--- src/rtl/switch_allocator_rr_pkg.sv ---
// Shared definitions for the round-robin switch allocator.
// Holds the default port count, the "no port" code, the per-output FSM state type,
// and helpers that convert between port indices and select codes.
// Select codes: 0 = none, k = port k-1.
package switch_allocator_rr_pkg;

    localparam int NPORT_DEFAULT = 3;
    localparam int CODE_NONE     = 0;

    typedef enum logic {
        ST_IDLE = 1'b0,
        ST_BUSY = 1'b1
    } out_state_t;

    // Width of a select code able to name every port plus "none".
    function automatic int code_width(input int nport);
        return $clog2(nport + 1);
    endfunction

    // Width of a plain port index (at least one bit).
    function automatic int idx_width(input int nport);
        return (nport > 1) ? $clog2(nport) : 1;
    endfunction

    function automatic int idx_to_code(input int idx);
        return idx + 1;
    endfunction

endpackage

--- src/rtl/switch_allocator_rr_if.sv ---
// Request/grant bundle between the routing logic and the switch allocator.
//   en         allocation enable
//   req_dir    per input i, slice [i*DW+:DW]: target output code (0 = none)
//   req_last   per input: current flit is packet tail
//   fail       per input: port failed, requests ignored
//   out_ready  per output: downstream can accept a new packet
//   sel_out    per output j, slice [j*DW+:DW]: granted source code (0 = idle)
//   gnt        per input: input currently owns an output
// master drives requests, slave (the allocator) drives selects and grants.
interface switch_allocator_rr_if
    import switch_allocator_rr_pkg::*;
#(
    parameter int NPORT = NPORT_DEFAULT,
    parameter int DW    = code_width(NPORT)
);
    logic                en;
    logic [NPORT*DW-1:0] req_dir;
    logic [NPORT-1:0]    req_last;
    logic [NPORT-1:0]    fail;
    logic [NPORT-1:0]    out_ready;
    logic [NPORT*DW-1:0] sel_out;
    logic [NPORT-1:0]    gnt;

    modport master (
        output en, req_dir, req_last, fail, out_ready,
        input  sel_out, gnt
    );

    modport slave (
        input  en, req_dir, req_last, fail, out_ready,
        output sel_out, gnt
    );
endinterface

--- src/rtl/switch_allocator_rr_arbiter.sv ---
// Rotating-priority arbiter for one output.
//   req     candidate inputs
//   ptr     index of the highest-priority input this round
//   onehot  one-hot winner
//   idx     winner index
//   valid   at least one candidate present
module rr_arbiter #(
    parameter int NPORT = 3,
    parameter int PW    = 2
) (
    input  logic [NPORT-1:0] req,
    input  logic [PW-1:0]    ptr,
    output logic [NPORT-1:0] onehot,
    output logic [PW-1:0]    idx,
    output logic             valid
);

    // First pass looks only at inputs at or above ptr; the second pass covers
    // the wrapped-around range, so together they scan ptr, ptr+1, ... , ptr-1.
    always_comb begin
        onehot = '0;
        idx    = '0;
        valid  = 1'b0;
        for (int i = 0; i < NPORT; i++) begin
            if (!valid && req[i] && (i >= int'(ptr))) begin
                valid     = 1'b1;
                onehot[i] = 1'b1;
                idx       = PW'(i);
            end
        end
        for (int i = 0; i < NPORT; i++) begin
            if (!valid && req[i]) begin
                valid     = 1'b1;
                onehot[i] = 1'b1;
                idx       = PW'(i);
            end
        end
    end

endmodule

--- src/rtl/switch_allocator_rr.sv ---
// Switch allocator: turns per-input routing requests into registered select codes
// for NPORT output selectors, with round-robin arbitration per output, packet locking
// until tail, fail masking and back-pressure checked at grant time.
//   clk    clock, rising edge
//   rst_n  asynchronous reset, active-high (1 = reset)
//   bus    slave side of switch_allocator_rr_if (requests in, sel_out/gnt out)
module switch_allocator_rr
    import switch_allocator_rr_pkg::*;
#(
    parameter int NPORT = NPORT_DEFAULT,
    parameter int DW    = code_width(NPORT)
) (
    input  logic                  clk,
    input  logic                  rst_n,
    switch_allocator_rr_if.slave  bus
);

    localparam int PW = idx_width(NPORT);

    out_state_t       state_q [NPORT];
    out_state_t       state_d [NPORT];
    logic [PW-1:0]    owner_q [NPORT];
    logic [PW-1:0]    owner_d [NPORT];
    logic [PW-1:0]    ptr_q   [NPORT];
    logic [PW-1:0]    ptr_d   [NPORT];
    logic [DW-1:0]    sel_q   [NPORT];
    logic [DW-1:0]    sel_d   [NPORT];
    logic [NPORT-1:0] gnt_q;
    logic [NPORT-1:0] gnt_d;

    logic [NPORT-1:0] dir_hit    [NPORT];
    logic [NPORT-1:0] cand       [NPORT];
    logic [NPORT-1:0] arb_onehot [NPORT];
    logic [PW-1:0]    arb_idx    [NPORT];
    logic             arb_vld    [NPORT];
    logic             release_req [NPORT];

    // dir_hit[j][i]: input i is aiming at output j. Codes above NPORT match no
    // output and so behave as "no request".
    always_comb begin
        dir_hit = '{default: '0};
        cand    = '{default: '0};
        for (int j = 0; j < NPORT; j++) begin
            for (int i = 0; i < NPORT; i++) begin
                dir_hit[j][i] = (bus.req_dir[i*DW +: DW] == DW'(idx_to_code(j)));
                cand[j][i]    = dir_hit[j][i] && !bus.fail[i];
            end
        end
    end

    // Owner lets go on tail, on failure, or when it stops pointing at this output.
    always_comb begin
        for (int j = 0; j < NPORT; j++) begin
            release_req[j] = bus.req_last[owner_q[j]] || bus.fail[owner_q[j]] ||
                             !dir_hit[j][owner_q[j]];
        end
    end

    for (genvar j = 0; j < NPORT; j++) begin : g_out
        rr_arbiter #(
            .NPORT (NPORT),
            .PW    (PW)
        ) u_arb (
            .req    (cand[j]),
            .ptr    (ptr_q[j]),
            .onehot (arb_onehot[j]),
            .idx    (arb_idx[j]),
            .valid  (arb_vld[j])
        );
        assign bus.sel_out[j*DW +: DW] = sel_q[j];
    end

    assign bus.gnt = gnt_q;

    // Releases are applied before grants so an input that hops from one output
    // to another in the same cycle ends up with its grant bit set. An output
    // that releases is BUSY this cycle, so it cannot re-grant until next cycle.
    always_comb begin
        state_d = state_q;
        owner_d = owner_q;
        ptr_d   = ptr_q;
        sel_d   = sel_q;
        gnt_d   = gnt_q;
        if (bus.en) begin
            for (int j = 0; j < NPORT; j++) begin
                if (state_q[j] == ST_BUSY && release_req[j]) begin
                    state_d[j]          = ST_IDLE;
                    sel_d[j]            = DW'(CODE_NONE);
                    gnt_d[owner_q[j]]   = 1'b0;
                    ptr_d[j]            = (owner_q[j] == PW'(NPORT - 1)) ? '0
                                                                        : owner_q[j] + PW'(1);
                end
            end
            for (int j = 0; j < NPORT; j++) begin
                if (state_q[j] == ST_IDLE && arb_vld[j] && bus.out_ready[j]) begin
                    state_d[j] = ST_BUSY;
                    owner_d[j] = arb_idx[j];
                    sel_d[j]   = DW'(idx_to_code(int'(arb_idx[j])));
                    gnt_d      = gnt_d | arb_onehot[j];
                end
            end
        end
    end

    always_ff @(posedge clk or posedge rst_n) begin
        if (rst_n) begin
            for (int j = 0; j < NPORT; j++) begin
                state_q[j] <= ST_IDLE;
                owner_q[j] <= '0;
                ptr_q[j]   <= '0;
                sel_q[j]   <= '0;
            end
            gnt_q <= '0;
        end else begin
            state_q <= state_d;
            owner_q <= owner_d;
            ptr_q   <= ptr_d;
            sel_q   <= sel_d;
            gnt_q   <= gnt_d;
        end
    end

endmodule

--- src/flat_wrapper.sv ---
// flat-port wrapper written by rule: the top's interface ports become plain ports
module switch_allocator_rr_flat import switch_allocator_rr_pkg::*;
#(
    parameter int NPORT = NPORT_DEFAULT,
    parameter int DW    = code_width(NPORT)
)
  (clk, rst_n, bus_en, bus_req_dir, bus_req_last, bus_fail, bus_out_ready, bus_sel_out, bus_gnt);
  switch_allocator_rr_if #(.NPORT(NPORT), .DW(DW)) bus_i ();
  input  logic clk;
  input  logic rst_n;
  input wire logic [$bits(bus_i.en)-1:0] bus_en;
  input wire logic [$bits(bus_i.req_dir)-1:0] bus_req_dir;
  input wire logic [$bits(bus_i.req_last)-1:0] bus_req_last;
  input wire logic [$bits(bus_i.fail)-1:0] bus_fail;
  input wire logic [$bits(bus_i.out_ready)-1:0] bus_out_ready;
  output wire logic [$bits(bus_i.sel_out)-1:0] bus_sel_out;
  output wire logic [$bits(bus_i.gnt)-1:0] bus_gnt;
  assign bus_i.en = bus_en;
  assign bus_i.req_dir = bus_req_dir;
  assign bus_i.req_last = bus_req_last;
  assign bus_i.fail = bus_fail;
  assign bus_i.out_ready = bus_out_ready;
  assign bus_sel_out = bus_i.sel_out;
  assign bus_gnt = bus_i.gnt;
  switch_allocator_rr #(.NPORT(NPORT), .DW(DW)) u_core (.clk(clk), .rst_n(rst_n), .bus(bus_i));
endmodule
--- config.mk ---
export PLATFORM = sky130hd
export DESIGN_NAME = switch_allocator_rr_flat
export DESIGN_NICKNAME = d
export VERILOG_FILES = /design/src/rtl/switch_allocator_rr_pkg.sv /design/src/rtl/switch_allocator_rr_if.sv /design/src/rtl/switch_allocator_rr_arbiter.sv /design/src/rtl/switch_allocator_rr.sv /design/src/flat_wrapper.sv
export SDC_FILE = /design/constraint.sdc
export NUM_CORES = 1
export LEC_CHECK = 0
export CAP_MARGIN = 20
export CORE_MARGIN = 1
export CORE_UTILIZATION = 40
export DETAILED_ROUTE_END_ITERATION = 12
export PLACE_DENSITY_LB_ADDON = 0.12
export SLEW_MARGIN = 20
export SYNTH_ARGS = -nofsm -noshare
export SYNTH_HDL_FRONTEND = slang
export SYNTH_SLANG_ARGS = --single-unit
--- constraint.sdc ---
create_clock -name clk -period 3.7 [get_ports clk]
set_input_delay 0.74 -clock clk [delete_from_list [all_inputs] [get_ports clk]]
set_output_delay 0.74 -clock clk [all_outputs]
set_load 0.02 [all_outputs]
# Yosys cells after proc, flatten, opt, wreduce, memory -nomap -nowiden
# Cells that the tools add are included.
dict set report totals {
  register_bits 24
  inputBits 18
  word_cells 240
}
dict set report op_classes {
  add_sub_neg 6
  n_lt_le_gt_ge 15
  n_eq_ne 12
  mux 98
  bitwise_logic 12
  reduce_logical 84
}
# cell count
set ops {}
lappend ops {{1-bit two-way mux} 54}
lappend ops {{1-bit logical AND} 45}
lappend ops {{2-bit two-way mux} 21}
lappend ops {{3-bit two-way mux} 11}
lappend ops {{1-bit zero test} 21}
lappend ops {{1-bit binary-select mux with 2-bit select} 9}
lappend ops {{2-bit equality test (second input constant)} 9}
lappend ops {{2-bit AND reduction} 9}
lappend ops {{2-bit by 1-bit adder with 2-bit output (second input constant)} 6}
lappend ops {{1-bit by 2-bit >= comparator with 1-bit output (first input constant)} 6}
lappend ops {{3-bit bitwise AND} 3}
lappend ops {{2-bit by 3-bit < comparator with 1-bit output (second input constant)} 3}
lappend ops {{3-bit NOT} 3}
lappend ops {{3-bit bitwise OR} 3}
lappend ops {{1-bit demux with 2-bit select} 3}
lappend ops {{2-bit by 1-bit equality test with 1-bit output (second input constant)} 3}
lappend ops {{2-bit by 1-bit >= comparator with 1-bit output (second input constant)} 3}
lappend ops {{2-bit >= comparator (first input constant)} 3}
lappend ops {{1-bit logical OR} 6}
lappend ops {{2-bit nonzero test} 3}
lappend ops {{1-bit NOT} 3}

# Longest topological paths before layout
dict set report logic_depth {
  ltp_word 30
  depth_mapped 5
  mapped_depth_nobuf 5
}

# Cells and area by module
# Synthesis repeated with hierarchy kept, for this count alone.
dict set report hier_totals {
  hier_cells 174
  area_unflattened_um2 1641.6
}
# module n_inst cells_each area_each_um2 seq_area_each_um2
set modules_own_cells {}
lappend modules_own_cells {switch_allocator_rr 1 132 1341.3 600.6}
lappend modules_own_cells {rr_arbiter 3 14 100.1 0.0}

# Worst setup path after synthesis
# Ideal clock, no wire load.
dict set report synth_path {
  path_type {input -> register}
  start {input bus_req_dir[1]}
  end {register u_core.gnt_q[2] (netlist: u_core.bus.gnt[2])}
  arrival_ns 1.768
  t_required_ns 3.565
  path_slack_ns 1.797
  cell_stages 5
  cell_sequence {or3b_1 > o21ai_1 > a21oi_1 > a222oi_1 > o22ai_1}
}
dict set report synth_via {
  elab_chain_len 30
}
# item line
set synth_rtl {}
lappend synth_rtl {{from (decl)} flat_wrapper.sv:12} ;# input wire logic [$bits(bus_i.req_dir)-1:0] bus_req_dir;
lappend synth_rtl {{2-bit by 1-bit equality test with 1-bit output} switch_allocator_rr.sv:45} ;# dir_hit[j][i] = (bus.req_dir[i*DW +: DW] == DW'(idx_to_code(j)));
lappend synth_rtl {{1-bit logical AND} switch_allocator_rr.sv:46} ;# cand[j][i] = dir_hit[j][i] && !bus.fail[i];
lappend synth_rtl {{1-bit logical AND} switch_allocator_rr_arbiter.sv:25} ;# if (!valid && req[i] && (i >= int'(ptr))) begin
lappend synth_rtl {{1-bit two-way mux} switch_allocator_rr_arbiter.sv:25}
lappend synth_rtl {{1-bit zero test} switch_allocator_rr_arbiter.sv:25}
lappend synth_rtl {{1-bit logical AND (2 in a row)} switch_allocator_rr_arbiter.sv:25}
lappend synth_rtl {{1-bit two-way mux} switch_allocator_rr_arbiter.sv:25}
lappend synth_rtl {{1-bit zero test} switch_allocator_rr_arbiter.sv:25}
lappend synth_rtl {{[12 not listed]} n/a}
lappend synth_rtl {{1-bit logical AND (2 in a row)} switch_allocator_rr.sv:95} ;# if (state_q[j] == ST_IDLE && arb_vld[j] && bus.out_ready[j]) begin
lappend synth_rtl {{3-bit two-way mux} switch_allocator_rr.sv:95}
lappend synth_rtl {{3-bit two-way mux} switch_allocator_rr.sv:84} ;# if (bus.en) begin
lappend synth_rtl {{3-bit bitwise OR} switch_allocator_rr.sv:99} ;# gnt_d = gnt_d | arb_onehot[j];
lappend synth_rtl {{3-bit two-way mux} switch_allocator_rr.sv:95}
lappend synth_rtl {{3-bit two-way mux} switch_allocator_rr.sv:84}
lappend synth_rtl {{3-bit bitwise OR} switch_allocator_rr.sv:99}
lappend synth_rtl {{3-bit two-way mux *} switch_allocator_rr.sv:95}
lappend synth_rtl {{to (signal assigned)} switch_allocator_rr.sv:119} ;# gnt_q <= gnt_d;
lappend synth_rtl {{to (decl)} switch_allocator_rr.sv:28} ;# logic [NPORT-1:0] gnt_q;
# Mark *: on every way between the ends. The rest lies on a longest branch, timed or not. The select of a mux whose other input is x is not followed.
# A chain may end at the register's enable or synchronous reset.

# Worst setup path in the final report
dict set report layout_path {
  start {input bus_req_dir[5]}
  end {register u_core.ptr_q[2] (netlist bit)}
}
dict set report layout_via {
  elab_chain_len 7
}
# item line
set layout_rtl {}
lappend layout_rtl {{2-bit equality test} switch_allocator_rr.sv:45}
lappend layout_rtl {{1-bit binary-select mux with 2-bit select} switch_allocator_rr.sv:55} ;# !dir_hit[j][owner_q[j]];
lappend layout_rtl {{1-bit two-way mux (implied by the code)} switch_allocator_rr.sv:55}
lappend layout_rtl {{1-bit zero test} switch_allocator_rr.sv:55}
lappend layout_rtl {{1-bit logical OR} switch_allocator_rr.sv:54} ;# release_req[j] = bus.req_last[owner_q[j]] || bus.fail[owner_q[j]] ||
lappend layout_rtl {{1-bit logical AND} switch_allocator_rr.sv:86} ;# if (state_q[j] == ST_BUSY && release_req[j]) begin
lappend layout_rtl {{2-bit AND reduction (no source line)} n/a}
lappend layout_rtl {{to (signal assigned)} switch_allocator_rr.sv:117} ;# ptr_q <= ptr_d;
lappend layout_rtl {{to (decl)} switch_allocator_rr.sv:24} ;# logic [PW-1:0] ptr_q [NPORT];
# Every way passes these cells. The select of a mux whose other input is x is not followed.

==> impl_metrics.py <==
metrics = {
    "sta": {
        "worst_slew_pin_slew_ns": 0.535,
        "setup_ws_ns": 1.32,
        "finalWorstPathRequiredPeriod_ns": 2.38,
        "rsz0062_at_grt": "no",
        "fin_setup_tns_ns": 0,
        "slew_headroom": 0.638,
        "fmax_ghz": 0.420,
        "maxSlewViolCount": 0,
        "setup_viol": 0,
        "clock_skew_ns": 0.0107,
        "period_share": 0.644,
        "hold_viol_final": 0,
    },
    "place": {
        "numPortBuffers": 26,
        "dp_hpwl_mm": 3.25,
        "place_ws_ns": 1.06,
        "routabilityCongestion": 0.857,
        "placed_cell_area_sq_um": 1920,
    },
    "die": {
        "ioPinCount": 27,
        "initial_utilization": 0.427,
        "rows": 22,
        "core-area_sq_um": 3770,
        "die-area_sq_um": 4280,
        "die_w_um": 65.4,
        "die_h_um": 65.4,
    },
    "worst_setup_path": {
        "crit_end": "u_core.ptr_q[2]",
        "worstSetupPathType": "input port to register",
        "worstPathRequired_ns": 3.86,
        "startpoint": "bus_req_dir[5]",
        "cp_cell_sequence": "clkdlybuf4s50_1 -> nor4bb_1 -> a2111oi_2 -> o21ai_1 -> nor3_1 -> a21o_1",
        "crit_slowest_cell": "clkdlybuf4s50_1",
        "worstPathArrival_ns": 2.55,
        "reg2reg_from": "u_core.owner_q[2]",
        "rr_worst_depth": 5,
        "worst_setup_path_start_kind": "input port",
        "endpoint_kind": "register",
        "r2r_slack_ns": 1.92,
        "critPathMaxFanout": 9,
        "r2r_end": "u_core.bus.gnt[0]",
        "cp_slowest_stage_delay_ns": 0.67,
    },
    "drt": {
        "first_pass_iters": 5,
        "vias_per_cell": 6.00,
        "dr_total_vias": 1471,
        "drc_errors": 0,
        "ant_nets": 0,
        "initialDrtViolationCount": 116,
        "totalWireLength_mm": 4.32,
        "wl_per_cell_um": 17.6,
    },
    "grt": {
        "grt_busiest_layer": "met2",
        "gr-usage-met2": 0.339,
        "grt_max_degree": 25,
        "grt_pass1_wl_mm": 7.19,
        "grt_util_met3": 0.0313,
        "grt_usage": 0.225,
        "antenna_found_initial": 0,
        "grt_pass1_vias": 1446,
        "gr-total-overflow": 0,
        "grt_use_met1": 0.322,
    },
    "hold_path": {
        "min_path_type": "register to register",
        "hold_depth": 1,
    },
    "power_and_ir_drop": {
        "totalPowerFinal_w": 0.00107,
        "p_sw_w": 0.000408,
        "intPower_w": 0.000658,
        "switching_share": 0.382,
        "combPwrFrac": 0.408,
        "ir_drop_v": 0.000282,
        "clkPwrFrac": 0.173,
        "power_leakage_nw": 0.854,
        "seq_power_share": 0.419,
        "p_per_area_nw_per_um2": 531,
    },
    "synthesis": {
        "synthCells": 167,
        "yosysTopAreaCell": "dfrtp_1",
        "synth_area_per_cell_sq_um": 9.63,
        "seq_area_frac_synth": 0.373,
        "ys_types": 45,
        "synth_top_area_frac": 0.373,
        "synthTopCellsByArea": "dfrtp_1, nand3b_1, mux2_1",
        "synth_area_sq_um": 1610,
        "yosysWarnings": 0,
        "ys_seq_elements": 24,
        "syn_nets": 185,
    },
    "clock_tree": {
        "cts_resized": 0,
        "cts_made_buffers": 3,
        "clkSlewWorstSetupHoldPaths_ns": 0.09,
        "cts_max_path_buffers": 2,
        "insertion_delay_ns": 0.28,
        "cts_tree": "built",
        "postCtsSetupBuffers": 0,
        "cts.sinks": 24,
        "cts_root_buffer": "clkbuf_8",
        "cts_hold_buf": 0,
        "h-tree-depth": 1,
    },
    "final_layout": {
        "area_growth_pct": 24.7,
        "antennaDiodeCount": 0,
        "layout-drive-gt1-share": 0.0964,
        "final_core_util": 0.532,
        "final_area_sq_um": 2010,
        "fin_nets": 216,
    },
    "status": {
        "status": "complete, no violations",
    },
    "job": {
        "drv_cap": 0,
    },
}
-- worst max-delay path: cells and delay by family --
| family | cells | cell delay, ns |
|---|---|---|
| buffers and inverters | 1 | 0.67 |
| AOI/OAI and AO/OA | 3 | 0.57 |
| and+or+nand+nor | 2 | 0.56 |
-- worst min-delay path by stage --
stage | start | slack, ns | endpoint
after floorplan | u_core.state_q[2] | 0.47 | u_core.state_q[2]
after global placement | u_core.bus.sel_out[0] | 0.48 | u_core.bus.sel_out[0]
after detailed placement | u_core.bus.sel_out[1] | 0.49 | u_core.bus.sel_out[1]
after CTS | u_core.bus.sel_out[1] | 0.52 | u_core.bus.sel_out[1]
after global routing | u_core.bus.sel_out[1] | 0.54 | u_core.bus.sel_out[1]
final | u_core.bus.sel_out[1] | 0.51 | u_core.bus.sel_out[1]
-- per-stage QoR --
stage | hold WS [ns] | std cells
after CTS | 0.516 | 244
after detailed placement | 0.494 | 240
final | 0.509 | 245
after global routing | 0.541 | 245
after global placement | 0.484 | 240
after floorplan | 0.471 | 167
-- cell families after synthesis --
family                 synth area share
AO/OA/AOI/OAI                     0.263
buffers and inverters            0.0264
flip-flops                        0.373
multiplexers                     0.0420
AND/OR/NAND/NOR                   0.295
-- placed cells by master, fill, tap and decap left out, drive strengths merged, types with 4 or more instances in the layout --
cell type,netlist,layout
nor2,12,12
nor2b,9,9
o21ai,9,9
nand2,14,14
clkdlybuf4s50,0,26
a21oi,10,10
inv,10,10
dfrtp,24,24
nand3b,10,10
clkbuf,0,4
mux2,6,6
or3b,6,6
o22ai,9,9
-- area by class of cell --
class | count | area, sq um
Clock buffer | 4 | 55.1
Timing Repair Buffer | 27 | 288
Sequential cell | 24 | 601
Tap cell | 48 | 60.1
Fill cell | 356 | 1760
Multi-Input combinational cell | 132 | 966
Inverter | 10 | 37.5
-- layer usage --
layer  up-vias  share of wire  routed length (um)
met5         -              0                   0
met1       703           0.46                2010
li1        695              -                   -
met4         0          0.021                  90
met2        62           0.45                1960
met3        11          0.059                 257
-- cell usage after synthesis --
master	n
o21ai_2	1
nor4bb_1	2
a2111oi_4	1
nand3b_1	10
a2111oi_2	1
nor3b_1	1
o32ai_1	1
o31ai_1	2
nor2b_1	9
o311ai_1	2
nor3b_2	2
and4b_1	1
or3b_1	3
o21ba_1	1
a222oi_1	2
a31o_1	2
inv_1	10
o211ai_1	1
nand2_2	1
nor3_1	2
and4bb_2	1
nor4b_1	2
and3b_1	2
o22ai_1	9
nand3_1	2
a21bo_1	2
nand2b_1	3
and3_1	2
a2bb2oi_1	1
or3b_4	3
a21o_1	2
o21ai_0	4
o211ai_2	1
a21oi_1	10
dfrtp_1	24
nor2_1	12
o31a_1	2
a2111oi_0	1
buf_2	1
nand2_1	13
mux2_1	6
a211oi_2	2
nand4bb_1	2
a31oi_4	1
o21ai_1	4
-- power by group through the flow --
stage               clock network, W  logic [W]  registers [W]
floorplan                          0   0.000237       0.000471
global placement                   0   0.000423       0.000443
detailed placement                 0   0.000430       0.000450
CTS                         0.000190   0.000432       0.000444
global route                0.000199   0.000481       0.000463
finish                      0.000184   0.000434       0.000447
-- sequential cells by signal, indices dropped and copies added (netlist names) --
signal              cells
u_core.bus.sel_out      6
u_core.owner_q          6
u_core.ptr_q            6
u_core.bus.gnt          3
u_core.state_q          3
(Power assumes the default switching activity.)
